File: config.mk
export PLATFORM = sky130hd
export DESIGN_NAME = wb_stage
export DESIGN_NICKNAME = d
export VERILOG_FILES = /design/src/rtl/cpu_pkg.sv /design/src/rtl/load_fmt.sv /design/src/rtl/wb_stage.sv
export SDC_FILE = /design/constraint.sdc
export NUM_CORES = 1
export LEC_CHECK = 0
export CORE_UTILIZATION = 52
export CTS_BUF_LIST = sky130_fd_sc_hd__clkbuf_4
export DETAILED_ROUTE_END_ITERATION = 16
export GPL_TIMING_DRIVEN = 0
export HOLD_SLACK_MARGIN = 0.08
export PLACE_DENSITY_LB_ADDON = 0.3
export SKIP_LAST_GASP = 1
export SLEW_MARGIN = 10
export SYNTH_ARGS = -nofsm -noshare
export SYNTH_HDL_FRONTEND = slang
export SYNTH_HIERARCHICAL = 1
export SYNTH_SLANG_ARGS = --single-unit
File: constraint.sdc
create_clock -name clk -period 3.3 [get_ports clk]
set_input_delay 0.495 -clock clk [delete_from_list [all_inputs] [get_ports clk]]
set_output_delay 0.495 -clock clk [all_outputs]
set_load 0.01 [all_outputs]
File: src/rtl/cpu_pkg.sv
// Shared RV32I pipeline definitions: result-select codes, load funct3
// encodings and the datapath width.
package cpu_pkg;

  localparam int XLEN = 32;

  // Writeback result select
  localparam logic [1:0] WB_ALU  = 2'b00;
  localparam logic [1:0] WB_LOAD = 2'b01;
  localparam logic [1:0] WB_PC4  = 2'b10;

  // Load size/sign encodings (funct3)
  localparam logic [2:0] F3_LB  = 3'b000;
  localparam logic [2:0] F3_LH  = 3'b001;
  localparam logic [2:0] F3_LW  = 3'b010;
  localparam logic [2:0] F3_LBU = 3'b100;
  localparam logic [2:0] F3_LHU = 3'b101;

endpackage

File: src/rtl/load_fmt.sv
// Load data formatter: extracts a byte or halfword from an aligned memory
// word and sign- or zero-extends it. Purely combinational.
module load_fmt
  import cpu_pkg::*;
(
  input  logic [XLEN-1:0] i_word,
  input  logic [1:0]      i_off,
  input  logic [2:0]      i_funct3,
  output logic [XLEN-1:0] o_data
);

  logic [7:0]  w_byte;
  logic [15:0] w_half;

  // Pick the addressed byte/half, then extend according to funct3
  always_comb begin
    w_byte = 8'h00;
    w_half = 16'h0000;
    o_data = '0;

    case (i_off)
      2'd0:    w_byte = i_word[7:0];
      2'd1:    w_byte = i_word[15:8];
      2'd2:    w_byte = i_word[23:16];
      default: w_byte = i_word[31:24];
    endcase

    // off[0] is ignored for halves; misaligned accesses never get this far
    w_half = i_off[1] ? i_word[31:16] : i_word[15:0];

    case (i_funct3)
      F3_LB:   o_data = {{24{w_byte[7]}}, w_byte};
      F3_LH:   o_data = {{16{w_half[15]}}, w_half};
      F3_LW:   o_data = i_word;
      F3_LBU:  o_data = {24'h000000, w_byte};
      F3_LHU:  o_data = {16'h0000, w_half};
      default: o_data = i_word;
    endcase
  end

endmodule

File: src/rtl/wb_stage.sv
// Writeback stage: MEM/WB pipeline register, result mux, register-file
// write port, EX forwarding tap and retired-instruction counter.
module wb_stage
  import cpu_pkg::WB_ALU;
  import cpu_pkg::WB_LOAD;
  import cpu_pkg::WB_PC4;
#(
  parameter int XLEN  = 32,
  parameter int CNT_W = 32
) (
  input  logic             clk,
  input  logic             rst,
  input  logic             stall,
  input  logic             mem_valid,
  input  logic             mem_regWrite,
  input  logic [4:0]       mem_rd,
  input  logic [1:0]       mem_wbSel,
  input  logic [2:0]       mem_funct3,
  input  logic [XLEN-1:0]  mem_aluResult,
  input  logic [XLEN-1:0]  mem_loadData,
  input  logic [XLEN-1:0]  mem_pcPlus4,
  output logic             isWrite,
  output logic [4:0]       rd,
  output logic [XLEN-1:0]  writeData,
  output logic             wb_valid,
  output logic             fwd_valid,
  output logic [4:0]       fwd_rd,
  output logic [XLEN-1:0]  fwd_data,
  output logic [CNT_W-1:0] instret
);

  logic             r_valid;
  logic             r_regWrite;
  logic [4:0]       r_rd;
  logic [1:0]       r_wbSel;
  logic [2:0]       r_funct3;
  logic [XLEN-1:0]  r_aluResult;
  logic [XLEN-1:0]  r_loadData;
  logic [XLEN-1:0]  r_pcPlus4;
  logic [CNT_W-1:0] r_instret;

  logic [XLEN-1:0]  w_load_fmt;
  logic [XLEN-1:0]  w_result;
  logic             w_sel_ok;
  logic             w_is_write;

  // MEM/WB register: reset clears everything, stall holds, otherwise capture
  always_ff @(posedge clk) begin
    if (rst) begin
      r_valid     <= 1'b0;
      r_regWrite  <= 1'b0;
      r_rd        <= 5'd0;
      r_wbSel     <= 2'b00;
      r_funct3    <= 3'b000;
      r_aluResult <= '0;
      r_loadData  <= '0;
      r_pcPlus4   <= '0;
    end else if (!stall) begin
      r_valid     <= mem_valid;
      r_regWrite  <= mem_regWrite;
      r_rd        <= mem_rd;
      r_wbSel     <= mem_wbSel;
      r_funct3    <= mem_funct3;
      r_aluResult <= mem_aluResult;
      r_loadData  <= mem_loadData;
      r_pcPlus4   <= mem_pcPlus4;
    end
  end

  // Retire counter: an instruction retires when it leaves WB un-stalled
  always_ff @(posedge clk) begin
    if (rst) begin
      r_instret <= '0;
    end else if (!stall && r_valid) begin
      r_instret <= r_instret + CNT_W'(1);
    end
  end

  // Load formatting works off the registered word so outputs never see mem_*
  load_fmt u_load_fmt (
    .i_word   (r_loadData),
    .i_off    (r_aluResult[1:0]),
    .i_funct3 (r_funct3),
    .o_data   (w_load_fmt)
  );

  // Result select; the reserved code yields zero and blocks the write
  always_comb begin
    w_result = '0;
    w_sel_ok = 1'b0;
    case (r_wbSel)
      WB_ALU: begin
        w_result = r_aluResult;
        w_sel_ok = 1'b1;
      end
      WB_LOAD: begin
        w_result = w_load_fmt;
        w_sel_ok = 1'b1;
      end
      WB_PC4: begin
        w_result = r_pcPlus4;
        w_sel_ok = 1'b1;
      end
      default: begin
        w_result = '0;
        w_sel_ok = 1'b0;
      end
    endcase
  end

  // x0 is never written; bubbles and non-writing instructions are masked
  assign w_is_write = r_valid & r_regWrite & (r_rd != 5'd0) & w_sel_ok;

  assign isWrite   = w_is_write;
  assign rd        = r_rd;
  assign writeData = w_result;
  assign wb_valid  = r_valid;
  assign fwd_valid = w_is_write;
  assign fwd_rd    = r_rd;
  assign fwd_data  = w_result;
  assign instret   = r_instret;

endmodule

=== Word-level counts from Yosys, hierarchy flattened ===
Cells that the tools add are included.

* Register bits: 140
* Output and inout bits: 109
* Logic and storage cells: 32

* Add/subtract/negate cells: 1
* Eq/ne operators: 7
* Multiplexer cells: 5
* Bitwise gates (word level): 3
* Reductions and logical operators: 7

{| class="wikitable"
|+ Operators with widths
! kind !! count
|-
| $pmux W32 S4 || 1
|-
| $pmux W32 S3 || 1
|-
| $add A32 B1 Y32 const B || 1
|-
| $pmux W8 S3 || 1
|-
| $mux W16 || 1
|-
| $eq A3 B3 Y1 const B || 2
|-
| $reduce_bool A5 Y1 || 1
|-
| $eq A2 B1 Y1 const B || 2
|-
| $eq A2 B2 Y1 const B || 2
|-
| $logic_not A2 Y1 || 2
|-
| $and A1 B1 Y1 || 3
|-
| $eq A3 B1 Y1 const B || 1
|-
| $logic_not A3 Y1 || 1
|-
| $reduce_or A3 Y1 || 1
|-
| $logic_and A1 B1 Y1 || 1
|-
| $logic_not A1 Y1 || 1
|-
| $mux W1 || 1
|}

=== Logic depth before layout (Yosys ltp) ===
Gate-level depths: netlist (run 1).

* Depth in word-level cells: 4
* Depth in mapped cells: 9

=== Cells and area by module ===
The synthesis (run 1) kept the hierarchy.

{| class="wikitable"
|+ Modules (own cells, without submodules)
! module !! instances !! cells each !! area an instance (µm²) !! seq. area each (µm²)
|-
| wb_stage || 1 || 681 || 6,269.8 || 2,802.7
|-
| load_fmt || 1 || 131 || 723.2 || 0.0
|}

=== Worst setup path before layout (run 1) ===
OpenSTA, ideal clock, no wires.

* Kind: register to output
* Start point: register r_funct3[1]
* End point: output writeData[26]
* Arrival: 2.065 ns
* Setup slack: 0.740 ns
* Cell stages (with the launch flop): 10
* Buffers on the path: 4
* Cell sequence: dfxtp_1 > buf_6 > or3_1 > or3_1 > buf_2 > buf_6 > o21ai_0 > mux2i_1 > o21ai_0 > buf_4

* Longest elaborated chain between the ends: 3
* Elaborated cells between the ends (all ways): 6

{| class="wikitable"
|+ RTL lines
! item !! line !! source
|-
| from (decl) || wb_stage.sv:36 || <nowiki>logic [2:0] r_funct3;</nowiki>
|-
| from (signal assigned) || wb_stage.sv:63 || <nowiki>r_funct3 <= mem_funct3;</nowiki>
|-
| $eq A3 B3 Y1, or another cell as far along || load_fmt.sv:31 || <nowiki>case (i_funct3)</nowiki>
|-
| $pmux W32 S4 (*) || load_fmt.sv:31 ||
|-
| named net w_load_fmt[26] || wb_stage.sv:42 || <nowiki>logic [XLEN-1:0] w_load_fmt;</nowiki>
|-
| $pmux W32 S3 (*) || wb_stage.sv:91 || <nowiki>case (r_wbSel)</nowiki>
|-
| to (decl) || wb_stage.sv:24 || <nowiki>output logic [XLEN-1:0] writeData,</nowiki>
|}

Mark *: on every way through the listed nets, which the timed path passes. The rest lies on a longest branch.

=== Worst setup path in the final report (run 1) ===
* Start point: register r_aluResult[0]
* End point: output writeData[27]

* Longest elaborated chain between the ends: 4
* Elaborated cells between the ends (all ways): 6

{| class="wikitable"
|+ RTL lines
! item !! line !! source
|-
| from (decl) || wb_stage.sv:37 || <nowiki>logic [XLEN-1:0] r_aluResult;</nowiki>
|-
| from (signal assigned) || wb_stage.sv:64 || <nowiki>r_aluResult <= mem_aluResult;</nowiki>
|-
| $eq A2 B2 Y1, or another cell as far along || load_fmt.sv:21 || <nowiki>case (i_off)</nowiki>
|-
| $pmux W8 S3 (*) || load_fmt.sv:21 ||
|-
| $pmux W32 S4 (*) || load_fmt.sv:31 ||
|-
| named net w_load_fmt[27] || wb_stage.sv:42 ||
|-
| $pmux W32 S3 (*) || wb_stage.sv:91 ||
|}

Marked as above.

==> impl_metrics.tcl, run 1 <==
set metrics [dict create \
    nets 1180 \
    max_freq_ghz 0.298 \
    ioPinCount 220 \
    netlist_instances 812 \
    portBuffers 219 \
    critPathLaunchType "flop" \
    syn_nets 924 \
    finalPower_uw 3840 \
    worst_setup_path_end_kind "output port" \
    min_period_ns 3.35 \
    numClockSinks 140 \
    worst-path-buf-inv 5 \
    coreArea_um2 13200 \
    ant_nets 0 \
    drt_iter0_drc 578 \
    first_pass_iters 6 \
    cp_slowest_cell "dfxtp_4" \
    crit_chain "a211oi_2 -> or3_4 -> or3_1 -> buf_6 -> buf_6 -> buf_4 -> o21ai_1 -> mux2i_2 -> o21ai_2 -> buf_4 -> clkdlybuf4s15_2" \
    fp.dieW_um 118 \
    layout-drive-gt1-share_pct 16.4 \
    grt_usage_pct 30.9 \
    synth_warnings 6 \
    setup.worst_path.start "r_aluResult[0]" \
    synth_cell_types 39 \
    routedWlPerCell_um 17.2 \
    synthArstFlopShare_pct 0 \
    setup_slack_ns -0.0515 \
    synthToLayoutAreaGrowth_pct 43.7 \
    final_util_pct 76.2 \
    period_share_pct 102 \
    slew_headroom_pct 48.4 \
    cts-root-buf "clkbuf_4" \
    overflow 0 \
    hold_viol 0 \
    ys_ff_latch 140 \
    cts_buffer_depth 2 \
    die_y_um 118 \
    cp_num_cells 11 \
    status "finished with violations" \
    crit_family "buffers and inverters" \
    multiInputGateArea_um2 3770 \
    worstSetupPathType "reg -> out" \
    cp-endpoint "writeData[27]" \
    synth.cell_area_um2 6990 \
    vias_per_cell 5.44 \
    syn_avg_cell_area_um2 8.61 \
    max_slew.worst_pin.slew_ns 0.773 \
    cts.clk_slew.worst_paths_ns 0.11 \
    worstPathMaxFanout 8 \
    hold_depth 2 \
    crit_required_ns 2.80 \
    dpl.hpwl_um 15800 \
    fillCellCount 1023 \
    finalWirelength_um 21600 \
    start_util_pct 53.0 \
    r2r_end "instret[21]" \
    fin_setup_tns_ns -0.0790 \
    crit-reg2reg-launch "instret[4]" \
    rsz0062_at_grt "true" \
    finalWeightedCongestion 0.927 \
    ff2ff_setup_slack_ns 1.09 \
    synth_edf_count 0 \
    worstSkewPairLatency_ns 0.57 \
    worst_ep_arrival_time_ns 2.86 \
    cts_hold_buf 0 \
    synth-seq-area-share_pct 40.1 \
    ir_drop_uv 402 \
    failed_checks "negative setup slack" \
    fin_skew_ns 0.0105 \
    die-area_um2 13900 \
    route.detailed.drc 0 \
    antenna_found_initial 1 \
    finalSetupViolCount 3 \
    p_per_area_nw_per_um2 382 \
    timing.hold.ws_ns 0.506 \
    p_leak_uw 0.00450 \
    regArea_um2 2830 \
    drv_cap 0 \
    reg2reg_depth 5 \
    grt_max_degree 17 \
    row_count 42 \
    htree_num_levels 4 \
    cts_tree "yes" \
    cpPeakStageDelay_ns 0.40 \
    vias 6837 \
    hp-class "reg -> reg" \
    first_global_vias 6496 \
    grt_pass1_wl_um 33400 \
    synth_flop_cell "dfxtp_1" \
    cts_made_buffers 17 \
    slew_viol_final 0 \
]
[power breakdown]
part / internal, µW / leakage, µW / switching [µW] / total [µW]
clock network: 508 / 0.000148 / 623 / 1130
logic: 472 / 0.00320 / 398 / 870
registers: 1770 / 0.00115 / 66.4 / 1830
total: 2750 / 0.00450 / 1090 / 3840
[placed cells by master, fill, tap and decap left out, types with 6 or more instances in the layout]
master and instances:
clkdlybuf4s50_1 163, mux2i_1 139, dfxtp_1 132, nor2_1 130, nand2_1 79, buf_4 59
nor2b_1 28, o21ai_2 23, dlygate4sd2_1 23, clkbuf_1 22, clkbuf_4 22, o21ai_1 21
o21ai_0 21, dlymetal6s2s_1 18, a21oi_1 14, buf_1 12, nor3_1 10, inv_1 10
xnor2_1 10, buf_2 9, nand3_1 8, or4_1 8, mux2_2 8, a221o_1 8
buf_6 7, o31ai_1 7, or3_1 7, clkbuf_2 6, nand4_1 6, nor4_1 6
dfxtp_4 6, nand2b_1 6
[metrics by stage]
stage	setup WS, ns	std cells	cell area, µm²
2_1_floorplan	0.740	812	6990
3_3_place_gp	-0.150	1207	9410
3_5_place_dp	-0.116	1207	9410
4_1_cts	-0.199	1247	9880
5_1_grt	-0.130	1257	10000
6_report	-0.0515	1257	10000
[synth_stat cells (9+ instances only)]
master	count	area (µm²)
nand2_1	80	300
buf_4	38	285
clkbuf_1	32	120
nor3_1	11	55.1
nand3_1	9	45.0
dfxtp_1	140	2800
nor2_1	130	488
o21ai_0	61	305
nor2b_1	28	175
inv_1	10	37.5
a21oi_1	14	70.1
buf_1	15	56.3
mux2i_1	142	1420
xnor2_1	10	87.6
[sequential cells by signal, indices dropped and copies added (netlist names)]
register and cells:
fwd_rd 5, instret 32, r_aluResult 32, r_funct3 3, r_loadData 32, r_pcPlus4 32
r_regWrite 1, r_wbSel 2, wb_valid 1
[tightest hold or removal path: cells and delay by family, from the launching register on]
kind	cells	cell delay, ns
flip-flops	1	0.34
multiplexers	1	0.07
AND/OR/NAND/NOR	1	0.07
[worst min path at each step]
stage,startpoint,end,slack [ns]
floorplan,r_aluResult[10],r_aluResult[10],0.46
global route,mem_pcPlus4[13],r_pcPlus4[13],0.50
CTS,mem_aluResult[10],r_aluResult[10],0.49
global placement,r_aluResult[16],r_aluResult[16],0.47
finish,r_loadData[6],r_loadData[6],0.51
detailed placement,r_aluResult[5],r_aluResult[5],0.48
[cell families after synthesis]
logic type	Yosys count	synth area share, %
AOI/OAI and AO/OA	105	8.71
buffers and inverters	105	8.37
DFF	140	40.1
adders and majority gates	1	0.179
xor gates and xnor gates	11	1.38
and+or+nand+nor	300	19.7
muxes	150	21.6
[routing by layer]
| metal | part of all wire, % | routed length [µm] | up-vias | track usage (%) |
|---|---|---|---|---|
| met1 | 42 | 9030 | 3194 | 38.3 |
| met5 | 0 | 0 | - | 0 |
| met3 | 6.4 | 1390 | 62 | 6.30 |
| met4 | 3.5 | 755 | 0 | 14.4 |
| met2 | 48 | 10400 | 305 | 51.4 |
| li1 | - | - | 3276 | - |
[final cells by class]
class / count / area share [%]
well taps: 176 / 2.19
flip-flops and latches: 140 / 28.1
clock buffers: 17 / 1.27
plain buffers: 90 / 5.47
diodes: 1 / 0.0249
inverters: 10 / 0.374
multi-input cells: 567 / 37.5
clock inverters: 14 / 1.53
repair buffers: 242 / 23.5
[timing repair]
| item | CTS | global route |
|---|---|---|
| pin swaps | 18 | 13 |
| gates cloned | 0 | 0 |
| gates resized for setup | 142 | 77 |
| endpoints found under the setup margin | 65 | 45 |
| setup buffers | 12 | 12 |
(Power assumes the default switching activity.)
==> run 2, diff against run 1 <==
--- a/config.mk
+++ b/config.mk
@@ -15,5 +15,4 @@
 export SLEW_MARGIN = 10
 export SYNTH_ARGS = -nofsm -noshare
 export SYNTH_HDL_FRONTEND = slang
-export SYNTH_HIERARCHICAL = 1
 export SYNTH_SLANG_ARGS = --single-unit
==> run 2 against run 1 <==
  * The flow still finishes with violations (negative setup slack)
  * Synthesized area fell by 3.4%
  * Worst hold slack barely moved
  * Wire length fell by 7.5%
  * Critical path depth fell by 5
  * Sequential share of layout area rose by 0.52 points
  * Sequential power barely moved
  * Count of clock-buffer cells in the layout did not move
  * Final cell count fell by 6.9%
  * Utilization rose by 1.5 points
  * First-iteration DRC count fell by 11%
  * Maximum frequency rose by 0.65%
  * Critical path type unchanged
  * Largest power group unchanged
==> impl_metrics.tcl, run 2 <==
set metrics [dict create \
    layout_commonest_cell "clkdlybuf4s50_1" \
    crit-reg2reg-launch "instret[0]" \
    worstSkewPairLatency_ns 0.57 \
    netlist.area_leader.share_pct 41.5 \
    cts-root-buf "clkbuf_4" \
    synth_warnings 0 \
    worst_setup_path_end_kind "output port" \
    netlist_instances 746 \
    coreArea_um2 12600 \
    dpl.hpwl_um 14400 \
    slew_headroom_pct 45.2 \
    vias 6278 \
    synth.cell_area_um2 6750 \
    route.detailed.drc 0 \
    multiInputGateArea_um2 3520 \
    ioPinCount 220 \
    critPathLaunchType "flop" \
    cp-endpoint "writeData[14]" \
    antenna_cells 0 \
    cts_made_buffers 17 \
    layout-drive-gt1-share_pct 13.8 \
    setup_slack_ns -0.0300 \
    yosysMostFrequentCell "nor2_1" \
    htree_num_levels 4 \
    drv_cap 0 \
    synthTopCellsByArea "dfxtp_1, mux2i_1, nor2_1, buf_4, mux2_2" \
    syn_avg_cell_area_um2 9.05 \
    fin_skew_ns 0.0100 \
    failed_checks "negative setup slack" \
    row_count 41 \
    grt_max_degree 17 \
    cts_hold_buf 0 \
    place_area_um2 9160 \
    layout_common_cells "clkdlybuf4s50_1, nor2_1, mux2i_1, dfxtp_1, buf_4" \
    setup.worst_path.start "r_aluResult[0]" \
    hp-class "reg -> reg" \
    slew_viol_final 0 \
    numClockSinks 140 \
    synthArstFlopShare_pct 0 \
    fp.dieW_um 116 \
    p_per_area_nw_per_um2 430 \
    grt_pass1_wl_um 30200 \
    ant_nets 0 \
    first_pass_iters 5 \
    min_period_ns 3.33 \
    vias_per_cell 5.37 \
    cts_tree "yes" \
    crit_chain "mux4_2 -> a41oi_4 -> a21boi_2 -> o22ai_1 -> buf_4 -> clkdlybuf4s50_1" \
    worst_ep_arrival_time_ns 2.83 \
    synth-seq-area-share_pct 41.5 \
    p_leak_uw 0.00418 \
    cp_slowest_cell "mux4_2" \
    start_util_pct 53.5 \
    nets 1097 \
    reg2reg_depth 6 \
    rsz0062_at_grt "true" \
    finalWirelength_um 20000 \
    finalSetupViolCount 2 \
    finalWeightedCongestion 0.922 \
    status "finished with violations" \
    synthTopCellsByCount "nor2_1, dfxtp_1, mux2i_1, clkbuf_1, buf_4" \
    worstSetupPathType "reg -> out" \
    max_slew.worst_pin.slew_ns 0.822 \
    r2r_end "instret[28]" \
    ff2ff_setup_slack_ns 0.91 \
    overflow 0 \
    synth_flop_cell "dfxtp_1" \
    drt_iter0_drc 515 \
    grt_usage_pct 29.6 \
    first_global_vias 6072 \
    cpPeakStageDelay_ns 0.55 \
    portBuffers 219 \
    ys_ff_latch 140 \
    die_y_um 116 \
    hold_viol 0 \
    synth_area_leader_cell "dfxtp_1" \
    worstPathMaxFanout 8 \
    finalPower_uw 4220 \
    synth_cell_types 44 \
    synthToLayoutAreaGrowth_pct 45.1 \
    max_freq_ghz 0.300 \
    cts_buffer_depth 2 \
    regArea_um2 2810 \
    crit_required_ns 2.80 \
    die-area_um2 13400 \
    cts.clk_slew.worst_paths_ns 0.13 \
    design_area_um2 9800 \
    ir_drop_uv 318 \
    synth_edf_count 0 \
    routedWlPerCell_um 17.1 \
    antenna_found_initial 0 \
    syn_nets 858 \
    fillCellCount 888 \
    period_share_pct 101 \
]
[run 2: logic make-up (layout without fill, tap and decap cells)]
kind of cell | Yosys count | in the layout | share of synthesized area, %
muxes | 163 | 163 | 24.8
DFF | 140 | 140 | 41.5
AOI/OAI and AO/OA | 85 | 85 | 7.99
xor gates and xnor gates | 10 | 10 | 1.30
adders and majority gates | 1 | 1 | 0.185
buffers and inverters | 105 | 357 | 8.08
and+or+nand+nor | 242 | 242 | 16.2
[run 2: how the worst min path moves through the flow]
| stage | startpoint | cells past startpoint | to |
|---|---|---|---|
| 6_report | r_aluResult[14] | 2 | r_aluResult[14] |
| 5_1_grt | mem_pcPlus4[2] | 3 | r_pcPlus4[2] |
| 4_1_cts | mem_aluResult[20] | 3 | r_aluResult[20] |
| 3_5_place_dp | r_aluResult[14] | 2 | r_aluResult[14] |
| 3_3_place_gp | instret[31] | 2 | instret[31] |
| 2_1_floorplan | r_aluResult[10] | 2 | r_aluResult[10] |
[run 2: metal layers]
| metal | up-vias | track usage (%) | routed length [µm] |
|---|---|---|---|
| met5 | - | 0 | 0 |
| met4 | 0 | 14.5 | 617 |
| met3 | 42 | 7.06 | 1320 |
| met2 | 244 | 51.4 | 9900 |
| met1 | 2963 | 34.1 | 8120 |
| li1 | 3029 | - | - |
[run 2: stage by stage]
stage	worst slack, ns	util, %	TNS (ns)	hold slack, ns	std cells
2_1_floorplan	0.839	-	0	0.463	746
3_3_place_gp	0.00934	72.6	0	0.466	1137
3_5_place_dp	0.0145	72.6	0	0.481	1137
4_1_cts	0.00273	76.8	0	0.485	1171
5_1_grt	-0.132	77.7	-0.375	0.498	1170
6_report	-0.0300	77.7	-0.0565	0.507	1170
[run 2: final cells by class]
class	instances	share of cell area (%)
Buffer	87	5.31
Multi-Input combinational cell	501	35.9
Clock inverter	15	2.99
Inverter	16	0.613
Sequential cell	140	28.7
Clock buffer	17	1.30
Tap cell	172	2.20
Timing Repair Buffer	222	23.0
[run 2: where the power goes]
group	internal (µW)	leakage, µW	switching [µW]
registers	1770	0.00115	60.1
logic	470	0.00282	354
clock network	905	0.000204	659
total	3140	0.00418	1070
[run 2: timing repair]
action                                  4_1_cts  5_1_grt
resized for setup                            27       48
pin swaps                                     2        3
buffers inserted                              3        0
endpoints found under the setup margin       64       37
[run 2: worst max-delay path: cells and delay by family (launching register included)]
kind / cells / cell delay [ns]
AOI/OAI and AO/OA: 3 / 0.71
buffers and inverters: 2 / 0.63
muxes: 1 / 0.55
DFF: 1 / 0.38
